===== config.mk =====
export PLATFORM = sky130hd
export DESIGN_NAME = alu_shift_datapath_flat
export DESIGN_NICKNAME = d
export VERILOG_FILES = /design/src/rtl/alu_shift_datapath_if.sv /design/src/rtl/alu_shift_datapath.sv /design/src/flat_wrapper.sv
export SDC_FILE = /design/constraint.sdc
export NUM_CORES = 1
export LEC_CHECK = 0
export BUFFER_PORTS_ARGS = -buffer_cell sky130_fd_sc_hd__buf_2
export CAP_MARGIN = 5
export CORE_ASPECT_RATIO = 1.25
export CORE_MARGIN = 2
export CORE_UTILIZATION = 55
export CTS_BUF_LIST = sky130_fd_sc_hd__clkbuf_8
export CTS_CLUSTER_DIAMETER = 100
export DETAILED_ROUTE_END_ITERATION = 8
export PLACE_DENSITY = 0.8
export SYNTH_ARGS = -nofsm -noshare
export SYNTH_HDL_FRONTEND = slang
export SYNTH_SLANG_ARGS = --single-unit

===== constraint.sdc =====
create_clock -name clk -period 3.9 [get_ports clk]
set_clock_uncertainty 0.1 [all_clocks]
set_input_delay 0.585 -clock clk [delete_from_list [all_inputs] [get_ports clk]]
set_output_delay 0.585 -clock clk [all_outputs]
set_load 0.005 [all_outputs]

===== src/rtl/alu_shift_datapath_if.sv =====
// Operand/control/result bundle for alu_shift_datapath.
// The master drives operands and control and the slave returns the registered result.
interface alu_shift_datapath_if;
    logic [8:0] A;
    logic [8:0] B;
    logic [8:0] ctrl_bus;
    logic [8:0] Q;

    modport master (
        output A,
        output B,
        output ctrl_bus,
        input  Q
    );

    modport slave (
        input  A,
        input  B,
        input  ctrl_bus,
        output Q
    );
endinterface


===== src/rtl/alu_shift_datapath.sv =====
// 9-bit mux -> ALU -> shifter datapath with feedback register R and result register Q.
// Optional shifter stage is built only when the SHIFTER_EN macro is defined.
module alu_shift_datapath (
    input  logic                 clk,
    input  logic                 rst_n,
    alu_shift_datapath_if.slave  bus
);
    localparam logic [2:0] OP_PASS_A = 3'b000;
    localparam logic [2:0] OP_ADD    = 3'b001;
    localparam logic [2:0] OP_SUB    = 3'b010;
    localparam logic [2:0] OP_AND    = 3'b011;
    localparam logic [2:0] OP_OR     = 3'b100;
    localparam logic [2:0] OP_XOR    = 3'b101;
    localparam logic [2:0] OP_NOT_A  = 3'b110;
    localparam logic [2:0] OP_PASS_M = 3'b111;

    logic [2:0] alu_op;
    logic       mux_sel;
    logic       r_clear;
    logic       q_clear;
    logic [8:0] mux_m;
    logic [8:0] alu_x;
    logic [8:0] shift_s;
    logic [8:0] r_reg;
    logic [8:0] q_reg;

    assign alu_op  = bus.ctrl_bus[2:0];
    assign mux_sel = bus.ctrl_bus[3];
    assign r_clear = bus.ctrl_bus[6];
    assign q_clear = bus.ctrl_bus[7];

    // R is the registered value from before this edge, so feedback never loops combinationally.
    assign mux_m = mux_sel ? r_reg : bus.B;

    always_comb begin
        alu_x = bus.A;
        case (alu_op)
            OP_PASS_A: alu_x = bus.A;
            OP_ADD:    alu_x = bus.A + mux_m;
            OP_SUB:    alu_x = bus.A - mux_m;
            OP_AND:    alu_x = bus.A & mux_m;
            OP_OR:     alu_x = bus.A | mux_m;
            OP_XOR:    alu_x = bus.A ^ mux_m;
            OP_NOT_A:  alu_x = ~bus.A;
            OP_PASS_M: alu_x = mux_m;
            default:   alu_x = bus.A;
        endcase
    end

`ifdef SHIFTER_EN
    logic [1:0] shift_op;
    logic [8:0] shl_x;
    logic [8:0] shr_x;
    logic [8:0] ror_x;
    logic       unused_ctrl;

    assign shift_op    = bus.ctrl_bus[5:4];
    assign unused_ctrl = bus.ctrl_bus[8];

    genvar gi;
    generate
        for (gi = 0; gi < 9; gi = gi + 1) begin : g_shift_bit
            if (gi == 0) begin : g_lsb
                assign shl_x[gi] = 1'b0;
            end else begin : g_lsb_n
                assign shl_x[gi] = alu_x[gi-1];
            end
            if (gi == 8) begin : g_msb
                assign shr_x[gi] = 1'b0;
                assign ror_x[gi] = alu_x[0];
            end else begin : g_msb_n
                assign shr_x[gi] = alu_x[gi+1];
                assign ror_x[gi] = alu_x[gi+1];
            end
        end
    endgenerate

    always_comb begin
        shift_s = alu_x;
        case (shift_op)
            2'b00:   shift_s = alu_x;
            2'b01:   shift_s = shl_x;
            2'b10:   shift_s = shr_x;
            2'b11:   shift_s = ror_x;
            default: shift_s = alu_x;
        endcase
    end
`else
    logic [2:0] unused_ctrl;

    // Shift field is don't-care when no shifter is built.
    assign unused_ctrl = {bus.ctrl_bus[8], bus.ctrl_bus[5:4]};
    assign shift_s     = alu_x;
`endif

    always_ff @(posedge clk or negedge rst_n) begin
        if (!rst_n) begin
            r_reg <= 9'd0;
            q_reg <= 9'd0;
        end else begin
            r_reg <= r_clear ? 9'd0 : shift_s;
            q_reg <= q_clear ? 9'd0 : shift_s;
        end
    end

    assign bus.Q = q_reg;
endmodule


===== src/flat_wrapper.sv =====
// flat-port wrapper written by rule: the top's interface ports become plain ports
module alu_shift_datapath_flat 
  (clk, rst_n, bus_A, bus_B, bus_ctrl_bus, bus_Q);
  alu_shift_datapath_if bus_i ();
  input  logic clk;
  input  logic rst_n;
  input wire logic [$bits(bus_i.A)-1:0] bus_A;
  input wire logic [$bits(bus_i.B)-1:0] bus_B;
  input wire logic [$bits(bus_i.ctrl_bus)-1:0] bus_ctrl_bus;
  output wire logic [$bits(bus_i.Q)-1:0] bus_Q;
  assign bus_i.A = bus_A;
  assign bus_i.B = bus_B;
  assign bus_i.ctrl_bus = bus_ctrl_bus;
  assign bus_Q = bus_i.Q;
  alu_shift_datapath u_core (.clk(clk), .rst_n(rst_n), .bus(bus_i));
endmodule

==> flow_metrics.py <==
metrics = {
    "cts": {
        "cts-resized-gates": 0,
        "htree_levels": 1,
        "cts.clk_slew.worst_paths_ns": 0.07,
        "clockBufferDepth": 2,
        "numCtsBuffers": 3,
        "cts_tree": "built",
        "cts_hold_buf": 0,
        "clk_latency_ns": 0.25,
        "root_buffer": "clkbuf_8",
        "cts_setup_buffers": 0,
        "cts_sinks": 18,
    },
    "place": {
        "dp_slack_ns": 0.147,
        "gp_congestion": 0.918,
        "dpl.hpwl_um": 4140,
        "port-buffer-count": 34,
        "dpl.cell_count": 325,
        "place_area_um2": 2370,
    },
    "timing": {
        "fin_tns_setup_ns": 0,
        "max_slew_margin_pct": 69.1,
        "hold_violations": 0,
        "worst_pin_slew_ns": 0.451,
        "maxSlewViolCount": 0,
        "min_period_ns": 3.51,
        "rsz0062_at_grt": "false",
        "finalSetupViolations": 0,
        "min_period_over_period_pct": 89.9,
        "clock.fmax_mhz": 285,
        "setup_slack_ns": 0.394,
    },
    "worst_setup_path": {
        "slowest_stage": "or4bb_1",
        "path_cells": "buf_2, mux2i_1, ha_1, or4bb_1, nand2_1, nor2_1, xnor2_1, ha_1, a21o_1, a21o_1, a221o_1, or4b_1, nand3_1",
        "critPathCaptureType": "flop",
        "slowest_delay_ns": 0.52,
        "cp_max_fo": 7,
        "path_class": "in2reg",
        "worstPathRequired_ns": 4.00,
        "crit_arrival_ns": 3.60,
        "cp-start-kind": "input pin",
    },
    "pwr": {
        "peakVddDrop_uv": 269,
        "seqPwrFrac_pct": 29.8,
        "intPower_w": 0.000463,
        "p_leak_nw": 1.24,
        "clkPwrFrac_pct": 20.4,
        "power_switching_w": 0.000273,
        "powerDensity_nw_per_um2": 303,
        "combPwrFrac_pct": 49.8,
        "switching_share_pct": 37.1,
    },
    "die": {
        "rows": 25,
        "fp.dieArea_um2": 4410,
        "io_pins": 38,
        "floorplan.initialDensity_pct": 57.0,
        "die_h_um": 73.7,
        "die_w_um": 59.8,
        "coreArea_um2": 3750,
    },
    "synthesis": {
        "ys.warnings.count": 0,
        "dominantRegCellSynth": "dfrtp_1",
        "synthArstFlopShare_pct": 100,
        "synth_seq_area_share_pct": 21.1,
        "ys_top_cells_by_count": "28 x ha_1, 26 x inv_1, 24 x nor2_1",
        "ys_seq_elements": 18,
        "yosysMostFrequentCell": "ha_1",
        "synth_largest_area_cell": "dfrtp_1",
        "netlist_area_um2": 2140,
        "synth_nets": 312,
        "synth_edf_count": 0,
        "post_synth.cell_area_avg_um2": 8.42,
        "synth_cells": 254,
        "ys_top_cells_by_area": "dfrtp_1 21%, ha_1 16%, mux4_2 5.3%, mux2i_1 4.7%, inv_1 4.6%",
        "synth_top_cell_area_share_pct": 21.1,
        "netlist-cell-type-count": 44,
    },
    "routing": {
        "via_count": 2026,
        "wl_um": 5090,
        "wl_per_cell_um": 15.5,
        "drc_errors": 0,
        "drt-pass1-iter-count": 5,
        "vias_per_cell": 6.16,
        "drt_iter0_drc": 97,
        "ant_nets": 0,
    },
    "global_routing": {
        "grt_pass1_vias": 1938,
        "antenna_found_initial": 0,
        "use_met1_pct": 27.7,
        "grt_max_degree": 32,
        "use_met2_pct": 47.7,
        "grt_use_total_pct": 24.9,
        "grt_pass1_wl_um": 8510,
        "grt_busiest_layer": "met2",
        "use_met3_pct": 4.05,
        "grt-ovfl-total": 0,
    },
    "cells_and_area": {
        "nets": 348,
        "fin_cells": 329,
        "utilization_pct": 64.7,
        "n_fill_cell": 336,
        "area.growth.synth_to_final_pct": 13.6,
        "final_area_um2": 2430,
        "insertedDiodeCount": 0,
        "layout-drive-gt1-share_pct": 18.7,
    },
    "outcome": {
        "status": "complete, no violations",
    },
    "job": {
        "cap_violations": 0,
    },
    "worst_hold_path": {
        "worstHoldPathType": "in2async",
    },
}
==> per-stage QoR <==
step | hold WS, ns | power [W]
2_1_floorplan | 0.189 | 0.000481
3_3_place_gp | 0.425 | 0.000573
3_5_place_dp | 0.431 | 0.000587
4_1_cts | 0.154 | 0.000737
5_1_grt | 0.167 | 0.000797
6_report | 0.142 | 0.000736
==> layout make-up <==
type / count / area [um^2] / area share [%]
clock buffers: 4 / 55.1 / 2.27
well taps: 40 / 50.0 / 2.06
inverters: 26 / 97.6 / 4.02
flip-flops and latches: 18 / 450 / 18.5
repair buffers: 42 / 230 / 9.47
multi-input cells: 199 / 1550 / 63.6
==> cells by family (layout without fill, tap and decap cells) <==
group | Yosys count | count (layout) | synth area share, %
and+or+nand+nor | 83 | 83 | 21.1
xor gates and xnor gates | 8 | 8 | 3.27
muxes | 15 | 15 | 9.94
buffers and inverters | 37 | 72 | 6.67
DFF | 18 | 18 | 21.1
AOI/OAI and AO/OA | 64 | 64 | 20.6
adders and majority gates | 29 | 29 | 17.3
==> layer usage <==
metal	up-vias	part of all wire [%]
met5	-	0
met4	0	2.0
met1	960	40
li1	991	-
met2	63	55
met3	12	3.6
==> critical path: cells and delay by family <==
kind	cells	cell delay, ns
compound gates	3	0.75
xor+xnor	1	0.14
fa+ha+maj	2	0.43
buf+inv	1	0.18
mux	1	0.27
simple gates	5	1.25
==> power groups by stage <==
stage | registers (W) | clock network, W | logic (W)
6_report | 0.000219 | 0.000151 | 0.000367
5_1_grt | 0.000221 | 0.000163 | 0.000414
2_1_floorplan | 0.000222 | 0 | 0.000259
3_5_place_dp | 0.000222 | 0 | 0.000364
4_1_cts | 0.000219 | 0.000153 | 0.000366
3_3_place_gp | 0.000221 | 0 | 0.000352
==> final timing paths <==
| check | from | to | slack [ns] | cells after the start |
|---|---|---|---|---|
| setup / recovery | bus_ctrl_bus[3] | u_core.r_reg[8]$_DFF_PN0_ | 0.39 | 13 |
| hold / removal | rst_n | u_core.r_reg[7]$_DFF_PN0_ | 0.14 | 1 |
| setup reg to reg | u_core.r_reg[0]$_DFF_PN0_ | u_core.r_reg[8]$_DFF_PN0_ | 0.60 | 12 |
| hold reg to reg | u_core.r_reg[8]$_DFF_PN0_ | u_core.r_reg[8]$_DFF_PN0_ | 0.90 | 5 |
| max in group asynchronous | rst_n | u_core.bus.Q[4]$_DFF_PN0_ | 3.27 | 1 |
| min in group clk | bus_ctrl_bus[7] | u_core.bus.Q[6]$_DFF_PN0_ | 0.54 | 2 |
==> layout by cell type (no fill, tap or decap), types with 4 or more instances in the layout <==
cell type | synthesis | layout
a211oi_1 | 4 | 4
a21o_1 | 4 | 4
a21oi_1 | 11 | 11
a31oi_1 | 5 | 5
buf_2 | 0 | 34
buf_4 | 1 | 8
clkbuf_8 | 0 | 4
dfrtp_1 | 18 | 18
ha_1 | 28 | 28
inv_1 | 26 | 26
mux2i_1 | 10 | 10
mux4_2 | 5 | 5
nand2_1 | 11 | 11
nand2b_1 | 9 | 9
nand3_1 | 6 | 6
nand3b_1 | 5 | 5
nor2_1 | 24 | 24
nor3_1 | 6 | 6
o211ai_1 | 7 | 7
o21a_1 | 6 | 6
o21ai_0 | 9 | 9
o22ai_1 | 5 | 5
or3_1 | 5 | 5
or4b_1 | 4 | 4
xnor2_1 | 7 | 7
Note: power is estimated with default switching activity, not from simulation.
